===== src/rtl/lc3_pipe_sequencer_if.sv =====
// rtl/lc3_pipe_sequencer_if.sv - fetch/memory and stage-enable bundle for lc3_pipe_sequencer
// Ports: IR, psr, complete_instr, complete_data into the sequencer;
//        enable_*, mem_state, br_taken, stall_pipe, mem_timeout, retired_count out of it.
interface lc3_pipe_sequencer_if #(
    parameter int CNT_W = 16
);
    logic [15:0]      IR;
    logic [2:0]       psr;
    logic             complete_instr;
    logic             complete_data;
    logic             enable_fetch;
    logic             enable_decode;
    logic             enable_execute;
    logic             enable_writeback;
    logic             enable_updatePC;
    logic [1:0]       mem_state;
    logic             br_taken;
    logic             stall_pipe;
    logic             mem_timeout;
    logic [CNT_W-1:0] retired_count;

    // Environment side: supplies instruction, flags and handshake completions.
    modport master (
        output IR, psr, complete_instr, complete_data,
        input  enable_fetch, enable_decode, enable_execute, enable_writeback,
        input  enable_updatePC, mem_state, br_taken, stall_pipe, mem_timeout,
        input  retired_count
    );

    // Sequencer side.
    modport slave (
        input  IR, psr, complete_instr, complete_data,
        output enable_fetch, enable_decode, enable_execute, enable_writeback,
        output enable_updatePC, mem_state, br_taken, stall_pipe, mem_timeout,
        output retired_count
    );
endinterface


===== src/rtl/lc3_pipe_sequencer.sv =====
// rtl/lc3_pipe_sequencer.sv - LC-3 instruction sequencer FSM with memory phases, timeout halt and retire counter
// Ports: clock (rising edge), reset (async, active-low), bus (lc3_pipe_sequencer_if.slave).
// Params: MAX_WAIT cycles per wait phase before halt, EN_TIMEOUT enables halt, CNT_W retire counter width.
module lc3_pipe_sequencer #(
    parameter int MAX_WAIT   = 15,
    parameter int EN_TIMEOUT = 1,
    parameter int CNT_W      = 16
) (
    input  logic                 clock,
    input  logic                 reset,
    lc3_pipe_sequencer_if.slave  bus
);
    // Counter only needs to reach MAX_WAIT-1: that value marks the last allowed wait cycle.
    localparam int WW = (MAX_WAIT < 2) ? 1 : $clog2(MAX_WAIT);
    localparam logic [WW-1:0] WLAST = WW'(MAX_WAIT - 1);

    typedef enum logic [3:0] {
        S_IDLE, S_FETCH, S_DECODE, S_EXEC, S_MEM_IND,
        S_MEM_RD, S_MEM_WR, S_WB, S_UPDPC, S_HALT
    } state_t;

    state_t           r_state;
    state_t           w_next;
    logic [WW-1:0]    r_wait;
    logic [CNT_W-1:0] r_retired;

    logic       w_mem_op, w_write, w_indirect, w_reg_write, w_branch, w_jump;
    logic       w_in_mem, w_in_wait, w_complete, w_expire;
    logic [4:0] w_en;
    logic [1:0] w_mem_state;

    assign w_mem_op    = bus.IR[13] & (bus.IR[15:14] != 2'b11);
    assign w_write     = bus.IR[12];
    assign w_indirect  = (bus.IR[15:14] == 2'b10);
    assign w_reg_write = (bus.IR[15:12] == 4'b0001) | (bus.IR[15:12] == 4'b0101) |
                         (bus.IR[15:12] == 4'b1001) | (bus.IR[15:12] == 4'b1110) |
                         (bus.IR[15:12] == 4'b0010) | (bus.IR[15:12] == 4'b0110) |
                         (bus.IR[15:12] == 4'b1010);
    assign w_branch    = (bus.IR[15:12] == 4'b0000);
    assign w_jump      = (bus.IR[15:12] == 4'b1100);

    assign w_in_mem   = (r_state == S_MEM_IND) | (r_state == S_MEM_RD) | (r_state == S_MEM_WR);
    assign w_in_wait  = w_in_mem | (r_state == S_FETCH);
    // Each wait phase listens only to its own completion strobe.
    assign w_complete = (r_state == S_FETCH) ? bus.complete_instr : bus.complete_data;
    // Checked only after the complete input, so a late completion still wins.
    assign w_expire   = (EN_TIMEOUT != 0) && (r_wait == WLAST);

    always_ff @(posedge clock or negedge reset) begin
        if (!reset) begin
            r_state   <= S_IDLE;
            r_wait    <= '0;
            r_retired <= '0;
        end else begin
            r_state <= w_next;
            // Any entry into a wait phase (including MEM->MEM) restarts the count.
            if ((w_next == S_FETCH || w_next == S_MEM_IND || w_next == S_MEM_RD ||
                 w_next == S_MEM_WR) && (w_next != r_state)) begin
                r_wait <= '0;
            end else if (w_in_wait && !w_complete && (r_wait != WLAST)) begin
                r_wait <= r_wait + 1'b1;
            end
            if (r_state == S_UPDPC) begin
                r_retired <= r_retired + 1'b1;
            end
        end
    end

    always_comb begin
        w_next = r_state;
        unique case (r_state)
            S_IDLE:   w_next = S_FETCH;
            S_FETCH: begin
                if (bus.complete_instr) w_next = S_DECODE;
                else if (w_expire)      w_next = S_HALT;
            end
            S_DECODE: w_next = S_EXEC;
            S_EXEC: begin
                if (!w_mem_op)       w_next = S_WB;
                else if (w_indirect) w_next = S_MEM_IND;
                else if (w_write)    w_next = S_MEM_WR;
                else                 w_next = S_MEM_RD;
            end
            S_MEM_IND: begin
                if (bus.complete_data) w_next = w_write ? S_MEM_WR : S_MEM_RD;
                else if (w_expire)     w_next = S_HALT;
            end
            S_MEM_RD, S_MEM_WR: begin
                if (bus.complete_data) w_next = S_WB;
                else if (w_expire)     w_next = S_HALT;
            end
            S_WB:     w_next = S_UPDPC;
            S_UPDPC:  w_next = S_FETCH;
            S_HALT:   w_next = S_HALT;
            default:  w_next = S_IDLE;
        endcase
    end

    // Enables ordered {fetch, decode, execute, writeback, updatePC}.
    always_comb begin
        w_en        = 5'b00000;
        w_mem_state = 2'd3;
        unique case (r_state)
            S_FETCH:   w_en = 5'b10000;
            S_DECODE:  w_en = 5'b01000;
            S_EXEC:    w_en = 5'b00100;
            S_MEM_IND: w_mem_state = 2'd1;
            S_MEM_RD:  w_mem_state = 2'd0;
            S_MEM_WR:  w_mem_state = 2'd2;
            S_WB:      w_en = {3'b000, w_reg_write, 1'b0};
            S_UPDPC:   w_en = 5'b00001;
            default:   w_en = 5'b00000;
        endcase
    end

    assign bus.enable_fetch     = w_en[4];
    assign bus.enable_decode    = w_en[3];
    assign bus.enable_execute   = w_en[2];
    assign bus.enable_writeback = w_en[1];
    assign bus.enable_updatePC  = w_en[0];
    assign bus.mem_state        = w_mem_state;
    assign bus.br_taken         = w_en[0] & (w_jump | (w_branch & |(bus.IR[11:9] & bus.psr)));
    assign bus.stall_pipe       = w_in_mem & ~bus.complete_data;
    assign bus.mem_timeout      = (r_state == S_HALT);
    assign bus.retired_count    = r_retired;
endmodule


===== src/flat_wrapper.sv =====
// flat-port wrapper written by rule: the top's interface ports become plain ports
module lc3_pipe_sequencer_flat 
#(
    parameter int MAX_WAIT   = 15,
    parameter int EN_TIMEOUT = 1,
    parameter int CNT_W      = 16
)
  (clock, reset, bus_IR, bus_psr, bus_complete_instr, bus_complete_data, bus_enable_fetch, bus_enable_decode, bus_enable_execute, bus_enable_writeback, bus_enable_updatePC, bus_mem_state, bus_br_taken, bus_stall_pipe, bus_mem_timeout, bus_retired_count);
  lc3_pipe_sequencer_if #(.CNT_W(CNT_W)) bus_i ();
  input  logic clock;
  input  logic reset;
  input wire logic [$bits(bus_i.IR)-1:0] bus_IR;
  input wire logic [$bits(bus_i.psr)-1:0] bus_psr;
  input wire logic [$bits(bus_i.complete_instr)-1:0] bus_complete_instr;
  input wire logic [$bits(bus_i.complete_data)-1:0] bus_complete_data;
  output wire logic [$bits(bus_i.enable_fetch)-1:0] bus_enable_fetch;
  output wire logic [$bits(bus_i.enable_decode)-1:0] bus_enable_decode;
  output wire logic [$bits(bus_i.enable_execute)-1:0] bus_enable_execute;
  output wire logic [$bits(bus_i.enable_writeback)-1:0] bus_enable_writeback;
  output wire logic [$bits(bus_i.enable_updatePC)-1:0] bus_enable_updatePC;
  output wire logic [$bits(bus_i.mem_state)-1:0] bus_mem_state;
  output wire logic [$bits(bus_i.br_taken)-1:0] bus_br_taken;
  output wire logic [$bits(bus_i.stall_pipe)-1:0] bus_stall_pipe;
  output wire logic [$bits(bus_i.mem_timeout)-1:0] bus_mem_timeout;
  output wire logic [$bits(bus_i.retired_count)-1:0] bus_retired_count;
  assign bus_i.IR = bus_IR;
  assign bus_i.psr = bus_psr;
  assign bus_i.complete_instr = bus_complete_instr;
  assign bus_i.complete_data = bus_complete_data;
  assign bus_enable_fetch = bus_i.enable_fetch;
  assign bus_enable_decode = bus_i.enable_decode;
  assign bus_enable_execute = bus_i.enable_execute;
  assign bus_enable_writeback = bus_i.enable_writeback;
  assign bus_enable_updatePC = bus_i.enable_updatePC;
  assign bus_mem_state = bus_i.mem_state;
  assign bus_br_taken = bus_i.br_taken;
  assign bus_stall_pipe = bus_i.stall_pipe;
  assign bus_mem_timeout = bus_i.mem_timeout;
  assign bus_retired_count = bus_i.retired_count;
  lc3_pipe_sequencer #(.MAX_WAIT(MAX_WAIT), .EN_TIMEOUT(EN_TIMEOUT), .CNT_W(CNT_W)) u_core (.clock(clock), .reset(reset), .bus(bus_i));
endmodule

===== config.mk =====
export PLATFORM = sky130hd
export DESIGN_NAME = lc3_pipe_sequencer_flat
export DESIGN_NICKNAME = d
export VERILOG_FILES = /design/src/rtl/lc3_pipe_sequencer_if.sv /design/src/rtl/lc3_pipe_sequencer.sv /design/src/flat_wrapper.sv
export SDC_FILE = /design/constraint.sdc
export NUM_CORES = 1
export LEC_CHECK = 0
export ABC_CLOCK_PERIOD_IN_PS = 2300
export BUFFER_PORTS_ARGS = -buffer_cell sky130_fd_sc_hd__buf_2
export CAP_MARGIN = 20
export CORE_ASPECT_RATIO = 0.6
export CORE_UTILIZATION = 30
export CTS_CLUSTER_DIAMETER = 200
export DETAILED_ROUTE_END_ITERATION = 8
export GPL_TIMING_DRIVEN = 0
export HOLD_SLACK_MARGIN = 0.05
export MAX_ROUTING_LAYER = met4
export PLACE_DENSITY = 0.5
export SLEW_MARGIN = 20
export SYNTH_ARGS = -nofsm -noshare
export SYNTH_HDL_FRONTEND = slang
export SYNTH_SLANG_ARGS = --single-unit

===== constraint.sdc =====
create_clock -name clock -period 2.3 [get_ports clock]
set_clock_uncertainty 0.15 [all_clocks]
set_input_delay 0.345 -clock clock [delete_from_list [all_inputs] [get_ports clock]]
set_output_delay 0.345 -clock clock [all_outputs]
set_load 0.1 [all_outputs]

==> results.toml <==
[status]
status = "complete, no violations"

[clock_network]
clockRootBuffer = "clkbuf_8"
cts.sinks = 24
cts_tree = "built"
clk_pin_slew_ps = 80
h-tree-depth = 1
cts_buffers = 3
clk_latency_ps = 260
clockBufferDepth = 2

[power]
power_mw = 2.38
power_density_mw_per_mm2 = 1230
switching_share_pct = 55.9
power_frac_seq_pct = 24.2
p_int_mw = 1.05
leakage_nw = 0.909
p_sw_mw = 1.33
ir_drop_mv = 0.410
p_comb_share_pct = 65.5
clkPwrFrac_pct = 10.3

[yosys]
synth_cell_types = 49
syn_avg_cell_area_um2 = 9.66
yosysSeqAreaShare_pct = 39.1
synthArstFlopShare_pct = 100
synth_cells = 159
syn-cell-area_mm2 = 0.00154
synth_seq_cells = 24
synth_flop_cell = "dfrtp_1"
ys_warn_count = 0
syn_nets = 185
synth-edff-count = 0

[place]
pre_cts_ws_ps = 62.8
place_hpwl_um = 2920
post-place-cells = 261
place_congestion = 0.832
io_buffer_count = 39

[worst_setup_path]
critPathSlowestCell = "dfrtp_1"
required_ps = 1800
end_kind = "primary output"
path_cells = "nor3b_1 -> nand2_1 -> inv_1 -> buf_2"
max_stage_delay_ps = 430
critPathKind = "reg2out"
critPathMaxFanout = 6
crit_path_start_kind = "flip-flop"
critPathArrivalTime_ps = 1690

[layout]
nets = 231
drive_gt1_share_pct = 33.0
areaGrowthSynthToFinish_pct = 26.5
diodes = 0
finalNonFillerCells = 266

[timing]
slew_headroom_pct = 62.9
max_freq_ghz = 0.457
fin_crit_sh_pct = 95.0
whs_ps = 324
min_period_ps = 2190
drv_slew = 0
tightest_slew_ps = 556
hold_violations = 0
setup_ws_ps = 114
rsz0062_at_grt = "no"
setup_viol = 0

[drt]
drc_errors = 0
first_pass_iters = 4
num_vias = 1354
routed_wl_um = 3720
wl_per_cell_um = 14.0
vias_per_cell = 5.09
drt_iter0_drc = 82
detail-route-antenna-nets = 0

[global_route]
grt_max_degree = 25
grt_pass1_vias = 1235
grt_pass1_wl_um = 6200
grt.total_usage_pct = 15.3
overflow = 0
antenna_found_initial = 0

[floorplan]
io_pins = 49
initial_core_util_pct = 32.3
row_count = 19
dieHeight_um = 57.4
die_w_um = 94.4
core_area_mm2 = 0.00475
die-area_mm2 = 0.00542

[worst_hold_path]
hold_class = "reg2reg"

[run]
drv_cap = 0
## stage by stage
stage,instance area (µm²),util (%),setup TNS (ps)
CTS,1920,40.4,0
detailed placement,1860,39.2,0
global route,1940,40.9,0
floorplan,1590,-,-2970
global placement,1860,39.2,0
finish,1940,40.9,0
## routing by layer
layer / vias up / GRT usage [%] / share of wire, %
met4: 0 / 3.74 / 0.59
met5: - / - / 0
met1: 638 / 23.8 / 52
li1: 669 / - / -
met3: 5 / 4.27 / 6.4
met2: 42 / 18.5 / 41
## power groups by stage
stage	combinational [mW]	clock [mW]	sequential [mW]
after floorplan	1.14	0	0.676
after global placement	1.50	0	0.586
after detailed placement	1.51	0	0.586
after CTS	1.52	0.256	0.577
after global routing	1.68	0.276	0.594
final	1.56	0.245	0.578
## final timing paths
kind,slack (ps),to,start,depth (start not counted)
setup / recovery,110,bus_stall_pipe,u_core.r_state[3],4
hold / removal,320,u_core.bus.retired_count[15],u_core.bus.retired_count[15],1
max in group asynchronous,1180,u_core.bus.retired_count[7],reset,2
hold reg to reg,320,u_core.bus.retired_count[15],u_core.bus.retired_count[15],1
min in group asynchronous,450,u_core.bus.retired_count[15],reset,2
setup reg to reg,170,u_core.r_wait[0],u_core.r_wait[0],8
## cells by family (layout without fill, tap and decap cells)
kind of cell / count (synthesis) / after routing / synth area share (%)
simple gates: 71 / 71 / 27.8
compound gates: 32 / 32 / 15.1
flops: 24 / 24 / 39.1
xor+xnor: 18 / 18 / 10.3
buf+inv: 8 / 52 / 3.26
fa+ha+maj: 3 / 3 / 2.44
mux: 3 / 3 / 2.04
## worst max-delay path: cells and delay by family (launching register included)
family        cells  cell delay, ps
buf+inv           2             500
flops             1             430
simple gates      2             500
## cell usage after synthesis (2+ instances only)
| master | instances | area (µm²) |
|---|---|---|
| nand3b_1 | 2 | 15.0 |
| nor3_4 | 2 | 32.5 |
| nand4_1 | 7 | 43.8 |
| a21oi_1 | 14 | 70.1 |
| and3_1 | 3 | 18.8 |
| inv_1 | 4 | 15.0 |
| nand2b_1 | 6 | 37.5 |
| ha_1 | 3 | 37.5 |
| o22a_1 | 2 | 17.5 |
| xnor2_1 | 12 | 105 |
| mux2i_1 | 2 | 20.0 |
| nor2_1 | 11 | 41.3 |
| nand2_1 | 15 | 56.3 |
| nand3_1 | 7 | 35.0 |
| nor3b_1 | 2 | 15.0 |
| nor3_1 | 3 | 15.0 |
| dfrtp_1 | 24 | 601 |
| o21ai_1 | 2 | 10.0 |
| o211ai_1 | 2 | 15.0 |
| buf_6 | 2 | 22.5 |
| xor2_1 | 6 | 52.6 |
## sequential cells by signal, summed over array words and instances, names as in the netlist
signal                    count
u_core.bus.retired_count     16
u_core.r_state                4
u_core.r_wait                 4
## area by class of cell
type	count	area, µm²
fill	476	2810
multi-input combinational	127	953
sequential	24	601
timing repair buffer	41	215
tap	63	78.8
clock buffer	3	41.3
buffer	4	38.8
inverter	4	15.0
## cells in the final DEF (no fill, tap or decap), types with 3 or more instances in the layout
cell type and instances:
a21oi_1 14, inv_1 4, nor2_1 6, nand2_1 15
and3_1 3, xnor2_1 12, nor2_2 3, buf_2 39
nor2_4 3, clkbuf_8 3, ha_1 3, nand4_1 7
dfrtp_1 24, nand2b_1 6, buf_6 3, nand3_1 6
xor2_1 6
## timing repair
action                                  CTS  global route
setup buffers                             1             0
pin swaps                                 1             0
hold buffers                              1             0
endpoints found under the setup margin    2             4
hold endpoints to repair                 24             0
gates resized for setup                   1             3
No activity file was read; power rests on OpenSTA's default activity.
